===== src/rtl/pipe_pkg.sv =====
// Shared types and constants for the pipeline interlock controller.
//   sb_entry_t : one scoreboard slot, {valid, destination register}
//   REG_ZERO   : hard-wired zero register, never a hazard source
//   NSTAGE_SB  : number of scoreboard slots (Ex, Mem, Wr)
package pipe_pkg;

  typedef struct packed {
    logic       v;
    logic [4:0] dst;
  } sb_entry_t;

  localparam logic [4:0] REG_ZERO  = 5'd0;
  localparam int         NSTAGE_SB = 3;

  // True when the slot holds a pending write to register r.
  function automatic logic sb_match(input sb_entry_t e, input logic [4:0] r);
    return e.v && (e.dst == r);
  endfunction

  function automatic sb_entry_t mk_entry(input logic v, input logic [4:0] dst);
    sb_entry_t e;
    e.v   = v;
    e.dst = dst;
    return e;
  endfunction

endpackage


===== src/rtl/pipe_hazard_ctrl_if.sv =====
// Bundle of signals between the pipeline stage modules and the
// interlock/flush controller.
//   master : stage side, drives the ID-stage fields and jumpen,
//            receives hold/bubble/flush controls and counters
//   slave  : controller side
interface pipe_hazard_ctrl_if #(
  parameter int CNT_W = 32
);
  logic             id_valid;
  logic [4:0]       id_rs;
  logic [4:0]       id_rt;
  logic             id_use_rs;
  logic             id_use_rt;
  logic             id_regwr;
  logic [4:0]       id_dst;
  logic             jumpen;

  logic             stall_pc;
  logic             stall_ifid;
  logic             bubble_idex;
  logic             flush_ifid;
  logic             flush_idex;
  logic             flush_exmem;
  logic [CNT_W-1:0] stall_cnt;
  logic [CNT_W-1:0] flush_cnt;

  modport master (
    output id_valid, id_rs, id_rt, id_use_rs, id_use_rt, id_regwr, id_dst, jumpen,
    input  stall_pc, stall_ifid, bubble_idex, flush_ifid, flush_idex, flush_exmem,
    input  stall_cnt, flush_cnt
  );

  modport slave (
    input  id_valid, id_rs, id_rt, id_use_rs, id_use_rt, id_regwr, id_dst, jumpen,
    output stall_pc, stall_ifid, bubble_idex, flush_ifid, flush_idex, flush_exmem,
    output stall_cnt, flush_cnt
  );

endinterface


===== src/rtl/hazard_cmp.sv =====
// Combinational compare of one 5-bit source register against the three
// scoreboard slots.
//   src, use_src            : source register and whether it is read
//   sb_ex, sb_mem, sb_wr    : scoreboard slots
//   hit                     : source depends on a pending write
// With WB_BYPASS the register file writes through, so the Wr slot is ignored.
module hazard_cmp
  import pipe_pkg::*;
#(
  parameter bit WB_BYPASS = 1'b0
) (
  input  logic [4:0] src,
  input  logic       use_src,
  input  sb_entry_t  sb_ex,
  input  sb_entry_t  sb_mem,
  input  sb_entry_t  sb_wr,
  output logic       hit
);

  logic wr_hit;

  assign wr_hit = WB_BYPASS ? 1'b0 : sb_match(sb_wr, src);
  assign hit    = use_src && (src != REG_ZERO) &&
                  (sb_match(sb_ex, src) || sb_match(sb_mem, src) || wr_hit);

endmodule


===== src/rtl/pipe_hazard_ctrl.sv =====
// Interlock and flush controller for the five-stage pipeline.
// Tracks pending register writes of the instructions in Ex, Mem and Wr,
// holds IF/ID and bubbles ID/Ex on a read-after-write hazard (no forwarding
// in the datapath), and squashes wrong-path instructions when Mem resolves
// a taken redirect.
//   clk, rst       : clock, synchronous active-high reset
//   bus (slave)    : ID-stage instruction fields and jumpen in;
//                    stall_pc/stall_ifid/bubble_idex, flush_* and the
//                    stall/flush event counters out
module pipe_hazard_ctrl
  import pipe_pkg::*;
#(
  parameter bit WB_BYPASS = 1'b0,
  parameter int CNT_W     = 32
) (
  input  logic              clk,
  input  logic              rst,
  pipe_hazard_ctrl_if.slave bus
);

  sb_entry_t        sb_ex, sb_mem, sb_wr;
  sb_entry_t        sb_ex_nxt, sb_mem_nxt, sb_wr_nxt;
  logic [CNT_W-1:0] stall_cnt_q, flush_cnt_q;
  logic             rs_hit, rt_hit, haz, stall, redirect;

  hazard_cmp #(.WB_BYPASS(WB_BYPASS)) u_cmp_rs (
    .src     (bus.id_rs),
    .use_src (bus.id_use_rs),
    .sb_ex   (sb_ex),
    .sb_mem  (sb_mem),
    .sb_wr   (sb_wr),
    .hit     (rs_hit)
  );

  hazard_cmp #(.WB_BYPASS(WB_BYPASS)) u_cmp_rt (
    .src     (bus.id_rt),
    .use_src (bus.id_use_rt),
    .sb_ex   (sb_ex),
    .sb_mem  (sb_mem),
    .sb_wr   (sb_wr),
    .hit     (rt_hit)
  );

  // Redirect outranks the interlock: the stalled instruction is wrong-path.
  assign haz      = bus.id_valid && (rs_hit || rt_hit);
  assign redirect = bus.jumpen;
  assign stall    = haz && !redirect;

  assign bus.stall_pc    = stall;
  assign bus.stall_ifid  = stall;
  assign bus.bubble_idex = stall;
  assign bus.flush_ifid  = redirect;
  assign bus.flush_idex  = redirect;
  assign bus.flush_exmem = redirect;
  assign bus.stall_cnt   = stall_cnt_q;
  assign bus.flush_cnt   = flush_cnt_q;

  // Scoreboard advance: Ex gets a bubble unless a fresh instruction issues;
  // on redirect the Ex occupant is wrong-path, but the Mem occupant (the
  // jumping instruction, e.g. JCALL writing $31) still retires into Wr.
  always_comb begin
    sb_ex_nxt  = mk_entry(1'b0, REG_ZERO);
    sb_mem_nxt = sb_ex;
    sb_wr_nxt  = sb_mem;
    if (redirect) begin
      sb_mem_nxt = mk_entry(1'b0, REG_ZERO);
    end else if (!stall) begin
      sb_ex_nxt = mk_entry(bus.id_valid && bus.id_regwr && (bus.id_dst != REG_ZERO),
                           bus.id_dst);
    end
  end

  // Registered scoreboard and event counters
  always_ff @(posedge clk) begin
    if (rst) begin
      sb_ex       <= mk_entry(1'b0, REG_ZERO);
      sb_mem      <= mk_entry(1'b0, REG_ZERO);
      sb_wr       <= mk_entry(1'b0, REG_ZERO);
      stall_cnt_q <= '0;
      flush_cnt_q <= '0;
    end else begin
      sb_ex  <= sb_ex_nxt;
      sb_mem <= sb_mem_nxt;
      sb_wr  <= sb_wr_nxt;
      if (stall)    stall_cnt_q <= stall_cnt_q + CNT_W'(1);
      if (redirect) flush_cnt_q <= flush_cnt_q + CNT_W'(1);
    end
  end

endmodule


===== src/flat_wrapper.sv =====
// flat-port wrapper written by rule: the top's interface ports become plain ports
module pipe_hazard_ctrl_flat import pipe_pkg::*;
#(
  parameter bit WB_BYPASS = 1'b0,
  parameter int CNT_W     = 32
)
  (clk, rst, bus_id_valid, bus_id_rs, bus_id_rt, bus_id_use_rs, bus_id_use_rt, bus_id_regwr, bus_id_dst, bus_jumpen, bus_stall_pc, bus_stall_ifid, bus_bubble_idex, bus_flush_ifid, bus_flush_idex, bus_flush_exmem, bus_stall_cnt, bus_flush_cnt);
  pipe_hazard_ctrl_if #(.CNT_W(CNT_W)) bus_i ();
  input  logic clk;
  input  logic rst;
  input wire logic [$bits(bus_i.id_valid)-1:0] bus_id_valid;
  input wire logic [$bits(bus_i.id_rs)-1:0] bus_id_rs;
  input wire logic [$bits(bus_i.id_rt)-1:0] bus_id_rt;
  input wire logic [$bits(bus_i.id_use_rs)-1:0] bus_id_use_rs;
  input wire logic [$bits(bus_i.id_use_rt)-1:0] bus_id_use_rt;
  input wire logic [$bits(bus_i.id_regwr)-1:0] bus_id_regwr;
  input wire logic [$bits(bus_i.id_dst)-1:0] bus_id_dst;
  input wire logic [$bits(bus_i.jumpen)-1:0] bus_jumpen;
  output wire logic [$bits(bus_i.stall_pc)-1:0] bus_stall_pc;
  output wire logic [$bits(bus_i.stall_ifid)-1:0] bus_stall_ifid;
  output wire logic [$bits(bus_i.bubble_idex)-1:0] bus_bubble_idex;
  output wire logic [$bits(bus_i.flush_ifid)-1:0] bus_flush_ifid;
  output wire logic [$bits(bus_i.flush_idex)-1:0] bus_flush_idex;
  output wire logic [$bits(bus_i.flush_exmem)-1:0] bus_flush_exmem;
  output wire logic [$bits(bus_i.stall_cnt)-1:0] bus_stall_cnt;
  output wire logic [$bits(bus_i.flush_cnt)-1:0] bus_flush_cnt;
  assign bus_i.id_valid = bus_id_valid;
  assign bus_i.id_rs = bus_id_rs;
  assign bus_i.id_rt = bus_id_rt;
  assign bus_i.id_use_rs = bus_id_use_rs;
  assign bus_i.id_use_rt = bus_id_use_rt;
  assign bus_i.id_regwr = bus_id_regwr;
  assign bus_i.id_dst = bus_id_dst;
  assign bus_i.jumpen = bus_jumpen;
  assign bus_stall_pc = bus_i.stall_pc;
  assign bus_stall_ifid = bus_i.stall_ifid;
  assign bus_bubble_idex = bus_i.bubble_idex;
  assign bus_flush_ifid = bus_i.flush_ifid;
  assign bus_flush_idex = bus_i.flush_idex;
  assign bus_flush_exmem = bus_i.flush_exmem;
  assign bus_stall_cnt = bus_i.stall_cnt;
  assign bus_flush_cnt = bus_i.flush_cnt;
  pipe_hazard_ctrl #(.WB_BYPASS(WB_BYPASS), .CNT_W(CNT_W)) u_core (.clk(clk), .rst(rst), .bus(bus_i));
endmodule

===== config.mk =====
export PLATFORM = sky130hd
export DESIGN_NAME = pipe_hazard_ctrl_flat
export DESIGN_NICKNAME = d
export VERILOG_FILES = /design/src/rtl/pipe_pkg.sv /design/src/rtl/pipe_hazard_ctrl_if.sv /design/src/rtl/hazard_cmp.sv /design/src/rtl/pipe_hazard_ctrl.sv /design/src/flat_wrapper.sv
export SDC_FILE = /design/constraint.sdc
export NUM_CORES = 1
export LEC_CHECK = 0
export CORE_MARGIN = 4
export CORE_UTILIZATION = 46
export DETAILED_ROUTE_END_ITERATION = 7
export PLACE_DENSITY = 0.72
export SLEW_MARGIN = 20
export SYNTH_ARGS = -nofsm -noshare
export SYNTH_HDL_FRONTEND = slang
export SYNTH_SLANG_ARGS = --single-unit

===== constraint.sdc =====
create_clock -name clk -period 2.25 [get_ports clk]
set_input_delay 0.45 -clock clk [delete_from_list [all_inputs] [get_ports clk]]
set_output_delay 0.45 -clock clk [all_outputs]
set_load 0.005 [all_outputs]

# ---- Word-level counts from Yosys, hierarchy flattened
# Cells that the tools add are included.
dict set report word_totals {
  input_bits 22
  out_inout_bits 70
  regBits 82
  word_cells 41
}
dict set report op_classes {
  n_addsub 2
  eq_ne 6
  reduce_logical 25
}
# op n
set ops {}
lappend ops {{32-bit by 1-bit adder with 32-bit output (second input constant)} 2}
lappend ops {{5-bit == test} 6}
lappend ops {{5-bit nonzero test} 3}
lappend ops {{1-bit logical AND} 14}
lappend ops {{1-bit logical OR} 5}
lappend ops {{3-bit OR reduction} 1}
lappend ops {{2-bit OR reduction} 1}
lappend ops {{1-bit zero test} 1}

# ---- Depth between registers and ports, before layout
# Gate-level depths: netlist of the first run.
dict set report logic_depth {
  depth_word 9
  depth_mapped 7
  depth_no_buf 7
}

# ---- Modules after synthesis
# From an unflattened synthesis of the first run, not the netlist that was laid out.
dict set report unflattened {
  cells_unflattened 470
  hier_area_um2 4097.7
}
# mod cells_each n_inst area_each_um2 seq_area_each_um2
set modules_own_cells {}
lappend modules_own_cells {pipe_hazard_ctrl 422 1 3704.8 1641.6}
lappend modules_own_cells {hazard_cmp 24 2 196.4 0.0}

# ---- Worst setup path after synthesis of the first run
# OpenSTA, ideal clock, no wires.
dict set report synth_path {
  path_type {input-to-output}
  from {input port bus_id_rt[1]}
  to {output port bus_stall_ifid}
  path_buffers 2
  slack_ns -0.182
  t_required_ns 1.800
  cell_stages 7
  arrival_time_ns 1.982
  cell_sequence {or4_1 o21ai_0 inv_1 o31ai_2 clkbuf_1 a21oi_1 buf_4}
}
dict set report synth_between {
  elab_chain_cells 8
  elab_cells_between_ends 14
  cone_classes {eq/ne (3); reduce/logical (11)}
}
# element line
set synth_rtl {}
lappend synth_rtl {{start: declaration} flat_wrapper.sv:13} ;# input wire logic [$bits(bus_i.id_rt)-1:0] bus_id_rt;
lappend synth_rtl {{5-bit == test} pipe_pkg.sv:17} ;# return e.v && (e.dst == r);
lappend synth_rtl {{1-bit logical AND} pipe_pkg.sv:17}
lappend synth_rtl {{1-bit logical OR (2 in series)} hazard_cmp.sv:24} ;# (sb_match(sb_ex, src) || sb_match(sb_mem, src) || wr_hit);
lappend synth_rtl {{1-bit logical AND (*)} hazard_cmp.sv:23} ;# assign hit = use_src && (src != REG_ZERO) &&
lappend synth_rtl {{1-bit logical OR (*)} pipe_hazard_ctrl.sv:45} ;# assign haz = bus.id_valid && (rs_hit || rt_hit);
lappend synth_rtl {{1-bit logical AND (*)} pipe_hazard_ctrl.sv:45}
lappend synth_rtl {{1-bit logical AND (*)} pipe_hazard_ctrl.sv:47} ;# assign stall = haz && !redirect;
lappend synth_rtl {{end: declaration} flat_wrapper.sv:20} ;# output wire logic [$bits(bus_i.stall_ifid)-1:0] bus_stall_ifid;
# Every way passes the cells marked *; elsewhere a longest branch is shown, timed or not.

# ---- Worst setup path in the final report of the first run
dict set report layout_path {
  from {register, netlist name u_core.sb_ex[4]}
  to {register u_core.stall_cnt_q[6] (netlist: u_core.bus.stall_cnt[6])}
}
dict set report layout_between {
  elab_chain_cells 8
  elab_cells_between_ends 13
  cone_classes {eq/ne (2); reduce/logical (11)}
}
# element line
set layout_rtl {}
lappend layout_rtl {{5-bit == test} pipe_pkg.sv:17}
lappend layout_rtl {{1-bit logical AND} pipe_pkg.sv:17}
lappend layout_rtl {{1-bit logical OR (2 in series)} hazard_cmp.sv:24}
lappend layout_rtl {{1-bit logical AND} hazard_cmp.sv:23}
lappend layout_rtl {{1-bit logical OR (*)} pipe_hazard_ctrl.sv:45}
lappend layout_rtl {{1-bit logical AND (*)} pipe_hazard_ctrl.sv:45}
lappend layout_rtl {{1-bit logical AND (*)} pipe_hazard_ctrl.sv:47}
lappend layout_rtl {{end signal: assignment} pipe_hazard_ctrl.sv:85} ;# if (stall) stall_cnt_q <= stall_cnt_q + CNT_W'(1);
lappend layout_rtl {{end: declaration} pipe_hazard_ctrl.sv:23} ;# logic [CNT_W-1:0] stall_cnt_q, flush_cnt_q;
# Marked as above.
# A chain may end at the register's enable or synchronous reset.

==> flow_metrics.py, run 1 <==
metrics = {
    "die": {
        "io_pins": 92,
        "start_util": 0.471,
        "fp-row-count": 35,
        "die_y_um": 105,
        "die_width_um": 105,
        "core_sq_um": 9200,
        "die_area_sq_um": 11000,
    },
    "synth": {
        "synth_edf_count": 0,
        "async_flop_share": 0,
        "ys_warn_count": 0,
        "synth_seq_cells": 82,
        "syn_area_sq_um": 4330,
        "avgSynthCellArea_sq_um": 8.79,
        "synth_cell_types": 44,
        "netlist_instances": 493,
        "seq_area_frac_synth": 0.379,
        "yosys.area.top_type": "dfxtp_1",
        "synth_top_area_frac": 0.379,
        "ys_top_cells_by_area": "dfxtp_1 (38%), xor2_1 (8.3%), mux2_2 (7.3%), nor2_1 (6.0%), nor2b_1 (4.9%)",
        "synth-main-ff-cell": "dfxtp_1",
        "syn_nets": 517,
    },
    "power_and_ir_drop": {
        "power_leakage_nw": 2.38,
        "p_per_area_nw_per_um2": 427,
        "finalPower_w": 0.00268,
        "max-vdd-ir-drop_v": 0.000295,
    },
    "clocking": {
        "htree_levels": 3,
        "clk_path_buf_depth": 2,
        "clock-sinks": 82,
        "cts_tree": "built",
        "cts-root-buf": "clkbuf_8",
        "clkLatencyLatePin_ns": 0.37,
        "cts-buffers-inserted": 9,
        "clkSlewWorstSetupHoldPaths_ns": 0.09,
    },
    "global_route": {
        "overflow": 0,
        "antenna_found_initial": 0,
        "grtUsageTotal": 0.214,
        "grt_max_degree": 31,
        "grt_pass1_vias": 4078,
        "grt_pass1_wl_um": 19400,
    },
    "worst_setup_path": {
        "path_buf_inv": 2,
        "worstSetupStartpointType": "register",
        "crit_chain": "xor2_1, nor4_2, and3_4, o31ai_4, buf_4, buf_4, a211oi_1, mux2_2",
        "slowest_stage": "dfxtp_4",
        "r2r_setup_slack_ns": -0.14,
        "crit_family": "simple AND/OR/NAND/NOR gates",
        "reg2reg_depth": 8,
        "cp.depth": 8,
        "required_ns": 2.51,
        "timing.rr.start": "u_core.sb_ex[4]",
        "startpoint": "u_core.sb_ex[4]",
        "critPathArrivalTime_ns": 2.65,
        "cpPeakStageDelay_ns": 0.37,
        "path_common_cell": "buf_4",
        "crit_type": "register to register",
        "critPathMaxFanout": 17,
        "cp-end-kind": "register",
    },
    "run_status": {
        "violations": "negative setup slack",
        "status": "finished, violations left",
    },
    "place": {
        "place_ws_ns": -0.941,
        "placed_cell_area_sq_um": 5820,
        "dpl.hpwl_um": 8420,
        "io_buffers": 91,
        "gp_congestion": 0.830,
    },
    "sta": {
        "drv_slew": 0,
        "min_period_over_period": 1.06,
        "worst_pin_slew_ns": 0.479,
        "fin_skew_ns": 0.0129,
        "fin_tns_setup_ns": -1.78,
        "setup_viol": 20,
        "relSlewSlack": 0.680,
        "fmax_mhz": 419,
        "hold_viol": 0,
        "rsz0062_at_grt": "true",
        "worst_slack_ns": -0.139,
        "period_needed_ns": 2.39,
    },
    "drt": {
        "wl_per_cell_um": 15.4,
        "routed_wl_um": 11600,
        "drt_iter0_drc": 110,
        "postRouteAntennaNets": 0,
        "first_pass_iters": 5,
        "vias": 4075,
        "drc_errors": 0,
        "viasPerCell": 5.42,
    },
    "hold_path": {
        "hold-path-cell-count": 1,
        "min_from": "u_core.sb_mem[5]",
        "hold_path_class": "register to register",
    },
    "cells_and_area": {
        "antenna_cells": 0,
        "seqCellArea_sq_um": 1670,
        "nNetsFinal": 660,
        "multi_input_area_sq_um": 2800,
        "design_area_sq_um": 6270,
        "nFillCells": 733,
        "fin_util": 0.682,
        "drive_gt1_frac": 0.284,
        "syn2layout_area_growth_pct": 44.7,
    },
    "flow_run": {
        "cap_viol_max_count": 0,
    },
}
-- area by class of cell --
class,count,area share
Multi-Input combinational cell,376,0.447
Sequential cell,82,0.266
Timing Repair Buffer,160,0.233
Tap cell,111,0.0221
Clock buffer,9,0.0197
Clock inverter,7,0.00838
Inverter,7,0.00419
-- path summary, 6_finish.rpt --
path	to
min	u_core.sb_wr[5]
max	u_core.bus.stall_cnt[6]
min reg2reg	u_core.sb_wr[5]
max reg2reg	u_core.bus.stall_cnt[6]
-- stage by stage --
step	cells	hold slack, ns
2_1_floorplan	493	0.435
3_3_place_gp	733	0.468
3_5_place_dp	733	0.482
4_1_cts	752	0.495
5_1_grt	752	0.501
6_report	752	0.492
-- synth_stat cells, types with 2 or more instances --
master and instances:
nor3_1 5, ha_1 2, nand4_1 20, buf_2 3
buf_4 5, inv_1 7, and3_1 21, xor2_1 41
nand4_2 2, buf_1 3, nor2_1 69, nand2_1 23
nand3_1 24, dfxtp_1 82, or3_1 5, or4_1 3
a211oi_1 20, nor2b_1 34, o31a_1 2, clkbuf_1 17
o221ai_1 2, nor4_1 9, o31ai_2 2, a2111oi_0 4
and2_1 10, and4_1 2, mux2_2 28, xnor2_1 15
o211ai_1 2, a21oi_1 10, o21ai_0 8
-- logic make-up after synthesis --
group	share of synthesized area
buf+inv	0.0355
compound gates	0.105
simple gates	0.285
fa+ha+maj	0.00577
flops	0.379
mux	0.0777
xor+xnor	0.113
-- state kept, by name (all words and copies together), names as in the netlist --
register and count:
u_core.bus.flush_cnt 32, u_core.bus.stall_cnt 32, u_core.sb_ex 6, u_core.sb_mem 6, u_core.sb_wr 6
-- where the power goes --
part           switching, W  total (W)  internal [W]
sequential        0.0000139    0.00147       0.00146
combinational      0.000116   0.000223      0.000107
clock              0.000576   0.000986      0.000410
total              0.000706    0.00268       0.00197
-- cells in the final DEF (no fill, tap or decap), types with 3 or more instances in the layout --
cell type / Yosys / final
clkbuf_8: 0 / 9
clkdlybuf4s50_1: 0 / 77
a211oi_2: 0 / 16
nand3_1: 24 / 24
xor2_1: 41 / 39
nand4_1: 20 / 20
or3_1: 5 / 5
dlygate4sd2_1: 0 / 3
inv_1: 7 / 6
clkdlybuf4s15_1: 0 / 3
buf_4: 5 / 64
a21oi_1: 10 / 8
and3_1: 21 / 16
xnor2_1: 15 / 15
a2111oi_4: 1 / 4
nor4_1: 9 / 6
o21ai_0: 8 / 5
dfxtp_4: 0 / 4
clkdlybuf4s15_2: 0 / 3
and3_2: 0 / 3
a211oi_1: 20 / 4
dfxtp_1: 82 / 68
dfxtp_2: 0 / 10
nor3_1: 5 / 5
and2_1: 10 / 10
nand2_1: 23 / 23
nor2_1: 69 / 69
nor4_2: 1 / 4
buf_6: 0 / 6
mux2_2: 28 / 28
nor2b_1: 34 / 34
inv_6: 0 / 3
-- layer usage --
metal,wire length (um),up-vias,GRT usage
met1,5280,1947,0.266
li1,-,2015,-
met2,5650,99,0.367
met4,156,0,0.0694
met3,465,14,0.0445
met5,0,-,0
-- repair_timing --
item | 4_1_cts | 5_1_grt
hold buffers | 0 | 0
buffers inserted | 3 | 1
resized for setup | 65 | 32
setup endpoints to repair | 39 | 38
pin swaps | 12 | 10
Note: power is estimated with default switching activity, not from simulation.
==> run 2: changes to the inputs <==
- CORE_UTILIZATION: 46 -> 51
- PLACE_DENSITY: 0.72 -> 0.76
- clock period: 2.25 -> 2.6 ns (I/O delays scaled with it)
==> flow_metrics.py, run 2 (synthesis results as in run 1) <==
metrics = {
    "run_status": {
        "status": "completed",
    },
    "hold_path": {
        "min_from": "rst",
        "hold_path_class": "primary input to register",
    },
    "sta": {
        "period_needed_ns": 2.55,
        "fmax_mhz": 392,
        "hold_viol": 0,
        "hold_slack_ns": 0.445,
        "fin_skew_ns": 0.0122,
        "worst_pin_slew_ns": 0.545,
        "worst_slack_ns": 0.0508,
        "drv_slew": 0,
        "relSlewSlack": 0.633,
        "min_period_over_period": 0.980,
        "setup_viol": 0,
    },
    "worst_setup_path": {
        "worstSetupStartpointType": "primary input",
        "crit_type": "primary input to primary output",
        "r2r_setup_slack_ns": 0.13,
        "worst_r2r_endpoint": "u_core.bus.stall_cnt[25]",
        "crit_end": "bus_stall_pc",
        "timing.rr.start": "u_core.sb_ex[0]",
        "critPathArrivalTime_ns": 2.03,
        "critPathMaxFanout": 3,
        "reg2reg_depth": 9,
        "startpoint": "bus_id_rs[1]",
        "cp-end-kind": "primary output",
        "required_ns": 2.08,
    },
    "cells_and_area": {
        "final_cells": 719,
        "syn2layout_area_growth_pct": 34.7,
        "nFillCells": 652,
        "final_common_cell": "dfxtp_1",
        "seqCellArea_sq_um": 1640,
        "drive_gt1_frac": 0.184,
        "nNetsFinal": 633,
        "final_cell_mix": "dfxtp_1 (82), clkdlybuf4s50_1 (77), nor2_1 (69)",
        "antenna_cells": 0,
        "multi_input_area_sq_um": 2620,
    },
    "power_and_ir_drop": {
        "clockPowerShare": 0.392,
        "swShare": 0.248,
        "max-vdd-ir-drop_v": 0.000303,
        "switchingPower_w": 0.000594,
        "p_int_w": 0.00180,
        "power_leakage_nw": 2.21,
        "seqPwrFrac": 0.533,
        "p_per_area_nw_per_um2": 410,
        "combPwrFrac": 0.075,
    },
    "die": {
        "core_sq_um": 8260,
        "die_area_sq_um": 10000,
        "die_y_um": 100,
        "fp-row-count": 33,
        "io_pins": 92,
        "die_width_um": 100,
        "start_util": 0.525,
    },
    "global_route": {
        "overflow": 0,
        "grtUsageTotal": 0.221,
        "grt_pass1_vias": 3878,
        "grt_max_degree": 56,
        "antenna_found_initial": 0,
        "grt_pass1_wl_um": 18400,
    },
    "place": {
        "dpl.hpwl_um": 7950,
        "io_buffers": 91,
        "dpl.cell_count": 698,
        "gp_congestion": 0.907,
        "place_ws_ns": -0.645,
    },
    "drt": {
        "drt_iter0_drc": 157,
        "first_pass_iters": 4,
        "wl_per_cell_um": 15.0,
        "routed_wl_um": 10800,
        "postRouteAntennaNets": 0,
        "vias": 3987,
        "drc_errors": 0,
        "viasPerCell": 5.55,
    },
    "clocking": {
        "holdBufCountCts": 0,
        "cts-root-buf": "clkbuf_8",
        "clk_path_buf_depth": 2,
        "clkSlewWorstSetupHoldPaths_ns": 0.08,
        "clock-sinks": 82,
        "cts_tree": "built",
        "clkLatencyLatePin_ns": 0.35,
        "cts-buffers-inserted": 9,
        "htree_levels": 3,
    },
    "flow_run": {
        "cap_viol_max_count": 0,
    },
}
==> run 2: power by group through the flow <==
stage / registers, W / clock network, W / logic (W)
global placement: 0.00131 / 0 / 0.000170
CTS: 0.00128 / 0.000962 / 0.000177
detailed placement: 0.00131 / 0 / 0.000174
global route: 0.00128 / 0.00101 / 0.000196
finish: 0.00128 / 0.000940 / 0.000180
floorplan: 0.00130 / 0 / 0.0000842
==> run 2: layout make-up <==
type                       count  area share
clock inverter                 7      0.0131
multi-input combinational    376       0.449
inverter                       7     0.00450
timing repair buffer         133       0.208
sequential                    82       0.281
tap                          105      0.0225
clock buffer                   9      0.0212
==> run 2: through the flow <==
stage                     setup TNS (ns)  power [W]   util  instance area [sq um]
after CTS                              0    0.00241  0.700                   5780
after global placement            -11.11    0.00148  0.671                   5540
after floorplan                        0    0.00139      -                   4330
after detailed placement          -13.36    0.00148  0.671                   5540
after global routing            -0.00328    0.00249  0.707                   5840
final                                  0    0.00240  0.707                   5840
==> run 2: layer usage <==
layer / wire (um) / GRT usage / up-vias
li1: - / - / 1958
met1: 4880 / 0.296 / 1906
met2: 5200 / 0.366 / 110
met3: 531 / 0.0347 / 13
met4: 141 / 0.0715 / 0
met5: 0 / 0 / -
==> run 2: what timing repair did <==
item | in CTS | in global routing
pin swaps | 13 | 11
setup endpoints to repair | 8 | 6
setup buffers | 4 | 2
resized for setup | 36 | 11
==> run 2: worst min path at each step <==
stage                               end  cells past startpoint  slack (ns)
2_1_floorplan          u_core.sb_mem[5]                      1        0.44
3_3_place_gp   u_core.bus.flush_cnt[31]                      2        0.47
3_5_place_dp           u_core.sb_mem[5]                      1        0.48
4_1_cts                 u_core.sb_wr[5]                      2        0.43
5_1_grt                 u_core.sb_wr[5]                      2        0.44
6_report                u_core.sb_wr[5]                      2        0.44
==> run 2: worst max-delay path: stages <==
cell,delay (ns)
clkdlybuf4s15_2,0.21
buf_4,0.15
xor2_1,0.16
nor4_2,0.32
and3_4,0.25
o31ai_4,0.06
a21oi_2,0.20
buf_2,0.15
==> run 3: changes to the inputs <==
- clock period: 2.6 -> 2.8 ns (I/O delays scaled with it)
==> flow_metrics.py, run 3 (synthesis results as in run 1) <==
metrics = {
    "cells_and_area": {
        "final_cell_mix": "dfxtp_1 (82), clkdlybuf4s50_1 (77), nor2_1 (69)",
        "antenna_cells": 0,
        "design_area_sq_um": 5710,
        "drive_gt1_frac": 0.153,
        "nFillCells": 673,
        "syn2layout_area_growth_pct": 31.7,
        "final_cells": 706,
        "final_common_cell": "dfxtp_1",
        "nNetsFinal": 620,
    },
    "place": {
        "placed_cell_area_sq_um": 5460,
        "io_buffers": 91,
        "dpl.hpwl_um": 7960,
        "dpl.cell_count": 688,
        "gp_congestion": 0.907,
    },
    "worst_setup_path": {
        "critPathMaxFanout": 3,
        "reg2reg_depth": 7,
        "cpPeakStageDelay_ns": 0.30,
        "required_ns": 2.24,
        "critPathArrivalTime_ns": 2.13,
        "r2r_setup_slack_ns": 0.39,
        "worstSetupStartpointType": "primary input",
        "worst_r2r_endpoint": "u_core.bus.stall_cnt[7]",
        "timing.rr.start": "u_core.sb_wr[3]",
        "cp-end-kind": "primary output",
        "crit_type": "primary input to primary output",
        "crit_chain": "dlygate4sd2_1, buf_6, xor2_1, nor4_1, and3_1, o31ai_4, a21oi_2, buf_2",
        "slowest_stage": "nor4_1",
    },
    "hold_path": {
        "hold_path_class": "register to register",
        "hold-path-cell-count": 1,
        "hold-path-endpoint": "u_core.sb_wr[5]",
        "min_from": "u_core.sb_mem[5]",
    },
    "drt": {
        "drt_iter0_drc": 109,
        "dr_wl_met3_um": 457,
        "top_layer_used": "met4",
        "first_pass_iters": 4,
        "drc_errors": 0,
        "vias": 3885,
        "wl_met2_um": 5150,
        "m1WireLength_um": 4910,
        "postRouteAntennaNets": 0,
        "viasPerCell": 5.50,
        "routed_wl_um": 10700,
        "wl_per_cell_um": 15.1,
    },
    "clocking": {
        "cts-root-buf": "clkbuf_8",
        "cts-buffers-inserted": 9,
        "clkLatencyLatePin_ns": 0.34,
        "holdBufCountCts": 0,
        "clk_path_buf_depth": 2,
        "clock-sinks": 82,
        "cts_tree": "built",
        "clkSlewWorstSetupHoldPaths_ns": 0.08,
        "htree_levels": 3,
    },
    "sta": {
        "hold_viol": 0,
        "fin_skew_ns": 0.0121,
        "fin_tns_setup_ns": 0,
        "relSlewSlack": 0.573,
        "worst_pin_slew_ns": 0.641,
        "drv_slew": 0,
        "rsz0062_at_grt": "false",
        "period_needed_ns": 2.69,
        "fmax_mhz": 372,
        "setup_viol": 0,
        "hold_slack_ns": 0.494,
        "min_period_over_period": 0.961,
    },
    "global_route": {
        "grtUsageTotal": 0.216,
        "grt_pass1_vias": 3856,
        "antenna_found_initial": 0,
        "overflow": 0,
        "grt_max_degree": 65,
        "grt_pass1_wl_um": 17900,
    },
    "die": {
        "fp-row-count": 33,
        "core_sq_um": 8260,
        "die_y_um": 100,
        "start_util": 0.525,
        "io_pins": 92,
        "die_area_sq_um": 10000,
        "die_width_um": 100,
    },
    "power_and_ir_drop": {
        "p_per_area_nw_per_um2": 399,
        "max-vdd-ir-drop_v": 0.000307,
        "power_leakage_nw": 2.17,
    },
    "flow_run": {
        "cap_viol_max_count": 0,
    },
    "run_status": {
        "status": "completed",
    },
}
run 3: cell count changes in the layout (fill, tap and decap cells not counted), sizes merged:
cell           delta
buf              -13
clkbuf            +2
clkdlybuf4s15     -2
inv               -2
bufinv            +1
clkinvlp          -1
dlygate4sd2       +1
dlymetal6s2s      +1
run 3: layer usage:
metal / vias up / track usage
met1: 1855 / 0.285
li1: 1942 / -
met2: 74 / 0.357
met5: - / 0
met3: 14 / 0.0514
met4: 0 / 0.0528
run 3: per-stage QoR:
step | total power (W) | util | setup slack (ns)
3_3_place_gp | 0.00136 | 0.661 | -0.449
3_5_place_dp | 0.00137 | 0.661 | -0.498
2_1_floorplan | 0.00129 | - | 0.148
5_1_grt | 0.00236 | 0.691 | 0.0194
6_report | 0.00228 | 0.691 | 0.108
4_1_cts | 0.00230 | 0.688 | 0.0427
run 3: power breakdown:
group          total [W]  internal (W)  switching, W
Combinational   0.000155     0.0000745     0.0000809
Sequential       0.00118       0.00117     0.0000115
Clock           0.000939      0.000524      0.000414
run 3: timing repair:
| action | in CTS | in global routing |
|---|---|---|
| endpoints found under the setup margin | 3 | 3 |
| pin swaps | 10 | 4 |
| resized for setup | 29 | 4 |
| buffers inserted | 3 | 0 |
run 3: how the worst max path moves through the flow:
stage                       from         endpoint  slack [ns]  depth (start not counted)
floorplan           bus_id_rt[1]   bus_stall_ifid        0.15                          7
global placement    bus_id_rs[4]  bus_bubble_idex       -0.45                          8
detailed placement  bus_id_rt[3]     bus_stall_pc       -0.50                          8
CTS                 bus_id_rt[1]     bus_stall_pc        0.04                          8
global route        bus_id_rs[1]     bus_stall_pc        0.02                          8
finish              bus_id_rt[2]     bus_stall_pc        0.11                          8
run 3: worst max-delay path, delay by kind of cell:
family	cells	cell delay [ns]
and+or+nand+nor	2	0.58
AOI/OAI and AO/OA	2	0.30
buffers and inverters	3	0.55
xor gates and xnor gates	1	0.13
run 3: final cells by class:
class	instances	area, sq um	area share
multi-input cells	376	2580	0.452
inverters	7	26.3	0.00460
repair buffers	120	1110	0.194
clock buffers	11	141	0.0248
well taps	105	131	0.0230
flip-flops and latches	82	1640	0.288
clock inverters	5	77.6	0.0136
